==> src/rtl/lcd_timing_pkg.sv <==
// Shared timing constants and helpers for the parallel RGB LCD timing driver.
// Panel sets below are meant for overriding lcd_timing_driver parameters.
package lcd_timing_pkg;

    // One panel's complete horizontal/vertical timing description
    typedef struct packed {
        logic [15:0] h_sync;
        logic [15:0] h_back;
        logic [15:0] h_disp;
        logic [15:0] h_front;
        logic [15:0] v_sync;
        logic [15:0] v_back;
        logic [15:0] v_disp;
        logic [15:0] v_front;
    } lcd_timing_t;

    // 4.3" 480x272 panel
    localparam lcd_timing_t TIMING_4P3_480X272 = '{
        h_sync: 16'd41,  h_back: 16'd2,   h_disp: 16'd480,  h_front: 16'd2,
        v_sync: 16'd10,  v_back: 16'd2,   v_disp: 16'd272,  v_front: 16'd2
    };

    // 7" 800x480 panel (the block defaults)
    localparam lcd_timing_t TIMING_7P0_800X480 = '{
        h_sync: 16'd128, h_back: 16'd88,  h_disp: 16'd800,  h_front: 16'd40,
        v_sync: 16'd2,   v_back: 16'd33,  v_disp: 16'd480,  v_front: 16'd10
    };

    // 7" 1024x600 panel
    localparam lcd_timing_t TIMING_7P0_1024X600 = '{
        h_sync: 16'd20,  h_back: 16'd140, h_disp: 16'd1024, h_front: 16'd160,
        v_sync: 16'd3,   v_back: 16'd20,  v_disp: 16'd600,  v_front: 16'd12
    };

    // Full period of one axis (line length or frame height)
    function automatic int unsigned calc_total(input int unsigned sync,
                                               input int unsigned back,
                                               input int unsigned disp,
                                               input int unsigned front);
        return sync + back + disp + front;
    endfunction

    // First active count of one axis
    function automatic int unsigned calc_start(input int unsigned sync,
                                               input int unsigned back);
        return sync + back;
    endfunction

endpackage

==> src/rtl/lcd_timing_cnt.sv <==
// Generic wrap counter: counts 0..MAX while enabled, then wraps to 0.
// tc_c flags the terminal count combinationally, independent of enable.
module lcd_timing_cnt
    import lcd_timing_pkg::*;
#(
    parameter int unsigned W   = 11,
    parameter int unsigned MAX = 1055
) (
    input  logic         clk,
    input  logic         rst_n,
    input  logic         en,
    output logic [W-1:0] cnt,
    output logic         tc_c
);

    localparam logic [W-1:0] MAX_V = W'(MAX);

    // Terminal-count decode
    assign tc_c = (cnt == MAX_V);

    // Counter register with async clear and wrap at MAX
    always_ff @(posedge clk or negedge rst_n) begin
        if (!rst_n) begin
            cnt <= '0;
        end else if (en) begin
            cnt <= tc_c ? '0 : cnt + W'(1);
        end
    end

endmodule

==> src/rtl/lcd_timing_driver.sv <==
// Pixel-clock timing generator and pixel output stage for a parallel RGB LCD.
// Issues coordinate requests one clock ahead of data-enable so that the
// upstream pattern stage's registered RGB lines up with lcd_de.
// Build option: LCD_TIMING_DE_MODE_EN ties lcd_hs/lcd_vs high (DE-only panels).
module lcd_timing_driver
    import lcd_timing_pkg::*;
#(
    parameter int unsigned H_SYNC  = 128,
    parameter int unsigned H_BACK  = 88,
    parameter int unsigned H_DISP  = 800,
    parameter int unsigned H_FRONT = 40,
    parameter int unsigned V_SYNC  = 2,
    parameter int unsigned V_BACK  = 33,
    parameter int unsigned V_DISP  = 480,
    parameter int unsigned V_FRONT = 10,
    parameter int unsigned CNT_W   = 11
) (
    input  logic             lcd_pclk,
    input  logic             sys_rst_n,
    input  logic [23:0]      pixel_data,
    output logic             data_req,
    output logic [CNT_W-1:0] pixel_xpos,
    output logic [CNT_W-1:0] pixel_ypos,
    output logic             lcd_de,
    output logic             lcd_hs,
    output logic             lcd_vs,
    output logic             lcd_bl,
    output logic             lcd_clk,
    output logic             lcd_rst,
    output logic [23:0]      lcd_rgb
);

    localparam int unsigned H_TOTAL = calc_total(H_SYNC, H_BACK, H_DISP, H_FRONT);
    localparam int unsigned V_TOTAL = calc_total(V_SYNC, V_BACK, V_DISP, V_FRONT);
    localparam int unsigned H_START = calc_start(H_SYNC, H_BACK);
    localparam int unsigned V_START = calc_start(V_SYNC, V_BACK);

    localparam logic [CNT_W-1:0] HS_END    = CNT_W'(H_SYNC);
    localparam logic [CNT_W-1:0] VS_END    = CNT_W'(V_SYNC);
    localparam logic [CNT_W-1:0] DE_H_BEG  = CNT_W'(H_START);
    localparam logic [CNT_W-1:0] DE_H_END  = CNT_W'(H_START + H_DISP);
    localparam logic [CNT_W-1:0] REQ_H_BEG = CNT_W'(H_START - 1);
    localparam logic [CNT_W-1:0] REQ_H_END = CNT_W'(H_START + H_DISP - 1);
    localparam logic [CNT_W-1:0] V_BEG     = CNT_W'(V_START);
    localparam logic [CNT_W-1:0] V_END     = CNT_W'(V_START + V_DISP);

    logic [CNT_W-1:0] h_cnt;
    logic [CNT_W-1:0] v_cnt;
    logic             h_tc_c;
    logic             v_tc_unused;
    logic             v_active_c;

    // Horizontal counter: free-running across the whole line
    lcd_timing_cnt #(
        .W   (CNT_W),
        .MAX (H_TOTAL - 1)
    ) u_h_cnt (
        .clk   (lcd_pclk),
        .rst_n (sys_rst_n),
        .en    (1'b1),
        .cnt   (h_cnt),
        .tc_c  (h_tc_c)
    );

    // Vertical counter: steps once per line, wraps with the last line's end
    lcd_timing_cnt #(
        .W   (CNT_W),
        .MAX (V_TOTAL - 1)
    ) u_v_cnt (
        .clk   (lcd_pclk),
        .rst_n (sys_rst_n),
        .en    (h_tc_c),
        .cnt   (v_cnt),
        .tc_c  (v_tc_unused)
    );

    // Timing decodes: de window, request window one pixel earlier, coordinates
    always_comb begin
        v_active_c = 1'b0;
        lcd_de     = 1'b0;
        data_req   = 1'b0;
        pixel_xpos = '0;
        pixel_ypos = '0;
        lcd_rgb    = 24'h0;

        v_active_c = (v_cnt >= V_BEG) && (v_cnt < V_END);
        lcd_de     = v_active_c && (h_cnt >= DE_H_BEG) && (h_cnt < DE_H_END);
        data_req   = v_active_c && (h_cnt >= REQ_H_BEG) && (h_cnt < REQ_H_END);
        if (data_req) begin
            pixel_xpos = h_cnt - REQ_H_BEG;
            pixel_ypos = v_cnt - V_BEG;
        end
        if (lcd_de) begin
            lcd_rgb = pixel_data;
        end
    end

    // Sync outputs: active-low pulses, or held high for DE-only panels
`ifdef LCD_TIMING_DE_MODE_EN
    assign lcd_hs = 1'b1;
    assign lcd_vs = 1'b1;
`else
    assign lcd_hs = (h_cnt >= HS_END);
    assign lcd_vs = (v_cnt >= VS_END);
`endif

    // Panel control pass-throughs
    assign lcd_bl  = 1'b1;
    assign lcd_clk = lcd_pclk;
    assign lcd_rst = sys_rst_n;

endmodule

==> config.mk <==
export PLATFORM = sky130hd
export DESIGN_NAME = lcd_timing_driver
export DESIGN_NICKNAME = d
export VERILOG_FILES = /design/src/rtl/lcd_timing_pkg.sv /design/src/rtl/lcd_timing_cnt.sv /design/src/rtl/lcd_timing_driver.sv
export SDC_FILE = /design/constraint.sdc
export NUM_CORES = 1
export LEC_CHECK = 0
export ABC_AREA = 0
export BUFFER_PORTS_ARGS = -buffer_cell sky130_fd_sc_hd__buf_2
export CORE_MARGIN = 3
export CORE_UTILIZATION = 46
export CTS_CLUSTER_SIZE = 14
export DETAILED_ROUTE_END_ITERATION = 6
export GPL_TIMING_DRIVEN = 0
export PLACE_DENSITY = 0.78
export SLEW_MARGIN = 20
export SYNTH_ARGS = -nofsm -noshare
export SYNTH_HDL_FRONTEND = slang
export SYNTH_HIERARCHICAL = 1
export SYNTH_SLANG_ARGS = --single-unit
==> constraint.sdc <==
create_clock -name lcd_pclk -period 2.8 [get_ports lcd_pclk]
set_input_delay 0.84 -clock lcd_pclk [delete_from_list [all_inputs] [get_ports lcd_pclk]]
set_output_delay 0.84 -clock lcd_pclk [all_outputs]
set_load 0.05 [all_outputs]
; ---- After elaboration in Yosys (flattened, before gate mapping)
; Index checks and enable logic that the tools add are counted.
[totals]
wordCells = 26
reg_bits = 22
out_inout_bits = 53
input_bits = 26
[classes]
n_eq_ne = 2
n_addsub = 4
n_lt_le_gt_ge = 8
n_reduce_logical = 5
muxes = 5
[ops]
columns = op, count
row1 = $mux 11, 4
row2 = $ge 11x8->1 const B, 3
row3 = $lt 11x10->1 const B, 3
row4 = $mux 24, 1
row5 = $add 11x1->11 const B, 2
row6 = $eq 11x10->1 const B, 1
row7 = $eq 11x11->1 const B, 1
row8 = $ge 11x2->1 const B, 1
row9 = $ge 11x6->1 const B, 1
row10 = $sub 11x6->11 const B, 1
row11 = $sub 11x8->11 const B, 1
row12 = $logic_and 1x1->1, 5

; ---- Logic depth before layout (Yosys ltp)
[logic_depth]
word_depth = 5
depth_mapped = 7
mapped_depth_nobuf = 6

; ---- Modules after synthesis
; Netlist, hierarchy kept.
[modules_own_cells]
columns = module, seq_area_each_um2, n_inst, area_each_um2, cells_each
row1 = lcd_timing_driver, 0.0, 1, 1004.7, 154
row2 = lcd_timing_cnt at u_v_cnt, 275.3, 1, 618.1, 56
row3 = lcd_timing_cnt at u_h_cnt, 275.3, 1, 574.3, 56

==> flow_metrics.tcl <==
set metrics [dict create \
    area_growth_pct 68.2 \
    synth_cell_types 52 \
    grt_pass1_vias 2500 \
    worstMarginPinSlew_ns 0.620 \
    io_pins 79 \
    clockPowerShare_pct 27.1 \
    min_period_ns 3.59 \
    finalSetupViolCount 49 \
    synth.yosys.seq_area_share_pct 25.1 \
    synthFlopType "dfrtp_1" \
    path_clk_slew_ns 0.08 \
    violations "negative setup slack" \
    antenna_found_initial 0 \
    dr.pass1.iters 4 \
    cp_slowest_cell "dfrtp_2" \
    dp_cells 397 \
    ir_drop_uv 596 \
    fin_crit_sh_pct 128 \
    placed_cell_area_um2 3130 \
    rsz0062_at_grt "true" \
    diodes 0 \
    wire_per_inst_um 19.5 \
    synth-compound-area-share_pct 13.3 \
    seqPwrFrac_pct 30.7 \
    rows 24 \
    synth_seq_cells 22 \
    path_common_cell "buf_4" \
    finalHoldViolCount 0 \
    die-area_um2 5640 \
    crit_required_ns 1.96 \
    coreArea_um2 4470 \
    grt_usage_pct 29.0 \
    slew_headroom_pct 58.1 \
    critPathCaptureType "output port" \
    yosys.area_share.simple_pct 35.4 \
    postRouteAntennaNets 0 \
    reg2reg_slack_ns 0.40 \
    finalWirelength_um 8190 \
    drive_gt1_share_pct 52.0 \
    cts_tree "done" \
    cp_max_fo 10 \
    yosys.area_share.xor_xnor_pct 9.97 \
    synth-async-reset-ratio_pct 100 \
    setup_tns_ns -32.65 \
    clock_latency_ns 0.37 \
    min_path_type "in2async" \
    cap_violations 0 \
    hold_slack_ns 0.426 \
    stdcell_area_um2 3690 \
    vias 2477 \
    nets 403 \
    worst-r2r-cell-count 7 \
    slew_viol_final 0 \
    synth-adder-area-share_pct 3.99 \
    cp_data_arrival_time_ns 2.75 \
    fin_util_pct 82.6 \
    sw_frac_of_total_pct 47.1 \
    synthCells 266 \
    yosysWarningCount 6 \
    path_cells "or3_4, o41a_1, a2111o_1, buf_4, nor3_4, buf_4" \
    power_leakage_nw 1.84 \
    p_int_mw 0.784 \
    fmax_mhz 278 \
    powerDensity_nw_per_um2 401 \
    fin_cells 421 \
    start_util_pct 49.1 \
    critPathLaunchType "flop" \
    slowest_delay_ns 0.41 \
    via_per_inst 5.88 \
    synth_top_family_by_area "simple AND/OR/NAND/NOR gates" \
    synth_edf_count 0 \
    syn_area_per_cell_um2 8.26 \
    status "complete, but fails checks" \
    preCtsSetupSlack_ns -0.653 \
    layout_setup_ws_ns -0.792 \
    die_h_um 75.1 \
    drt_iter0_markers 200 \
    synthesis.area_um2 2200 \
    fillers 240 \
    worst-setup-path-type "reg2out" \
    grt_pass1_wl_um 12300 \
    drc 0 \
    die_x_um 75.1 \
    routabilityCongestion 0.841 \
    power.switching_mw 0.698 \
    final.setup_skew_ns 0.0119 \
    total_power_mw 1.48 \
    grt-ovfl-total 0 \
    dp_hpwl_um 4500 \
    combPwrFrac_pct 42.2 \
    grt_max_degree 24 \
    port_buffers 77 \
    synth.mux.area_fraction_pct 0.513 \
]
## cells by family (layout without fill, tap and decap cells)
kind of cell    Yosys count  in the layout
compound gates           40             40
xor+xnor                 25             25
fa+ha+maj                 7              7
buf+inv                  52            153
flops                    22             22
mux                       1              1
other cells               1              3
simple gates            118            118
## synth_stat cells, drive strengths merged (3+ instances only)
cell type	number	area (um2)
nor4	3	33.8
and4	4	35.0
nand2b	3	18.8
xnor2	17	149
o21ai	11	62.6
nand2	16	60.1
inv	35	131
nor2	8	30.0
o22ai	3	25.0
and3	4	25.0
o31ai	3	27.5
dfrtp	22	551
or3	4	25.0
or4	3	22.5
nand3	3	15.0
a21oi	7	35.0
buf	15	115
ha	7	87.6
a41o	3	30.0
xor2	8	70.1
nor4b	3	45.0
nand4	9	56.3
nor3	49	335
## layer usage
layer / global-route usage, % / part of all wire, % / vias to the layer above
met2: 53.5 / 53 / 119
met4: 18.2 / 3.7 / 0
met1: 29.0 / 36 / 1182
li1: - / - / 1144
met3: 6.68 / 6.8 / 32
met5: 0 / 0 / -
## placed cells by master, fill, tap and decap left out, types with 4 or more instances in the layout
master	count
a21oi_1	7
and3_1	4
and4_1	4
buf_12	4
buf_2	28
buf_4	44
buf_6	29
clkbuf_8	6
dfrtp_1	13
dfrtp_2	9
ha_1	7
inv_1	35
nand2_1	16
nand4_1	9
nor2_1	6
nor3_1	6
nor3_4	43
o21ai_0	7
xnor2_1	17
xor2_1	8
## final timing paths
| path | startpoint | to |
|---|---|---|
| worst max-delay path | u_v_cnt/cnt[5] | lcd_rgb[6] |
| worst min-delay path | sys_rst_n | u_v_cnt/cnt[1] |
| worst max register to register | u_h_cnt/cnt[0] | u_v_cnt/cnt[5] |
| worst min register to register | u_v_cnt/cnt[4] | u_v_cnt/cnt[4] |
| max in group asynchronous | sys_rst_n | u_h_cnt/cnt[6] |
| min in group lcd_pclk | u_v_cnt/cnt[4] | u_v_cnt/cnt[4] |
## sequential cells by signal, summed over array words and instances (netlist names)
name,flops
u_v_cnt/cnt,11
u_h_cnt/cnt,11
## area by class of cell
cell class	instances	area [um2]	share of cell area (%)
multi-input cells	194	1880	50.9
repair buffers	93	773	20.9
flip-flops and latches	22	562	15.2
plain buffers	17	190	5.15
inverters	35	131	3.56
clock buffers	8	91.3	2.47
well taps	52	65.1	1.76
## power groups by stage
stage / combinational (mW) / clock (mW) / sequential [mW]
final: 0.626 / 0.402 / 0.455
after global routing: 0.672 / 0.440 / 0.464
after CTS: 0.599 / 0.413 / 0.450
after detailed placement: 0.539 / 0.0873 / 0.454
after global placement: 0.528 / 0.0873 / 0.450
after floorplan: 0.462 / 0.0770 / 0.429
## worst max-delay path: cells and delay by family, from the launching register on
family,cells,cell delay (ns)
AO/OA/AOI/OAI,2,0.78
buffers and inverters,2,0.52
flip-flops,1,0.41
AND/OR/NAND/NOR,2,0.66
## timing repair
action                     CTS  global route
hold endpoints to repair     0             0
pin swaps                    6             7
resized for setup           99             4
hold buffers                 0             0
setup endpoints to repair   49            49
buffers inserted            14             2
cloned                       0             1
Note: power is estimated with default switching activity, not from simulation.
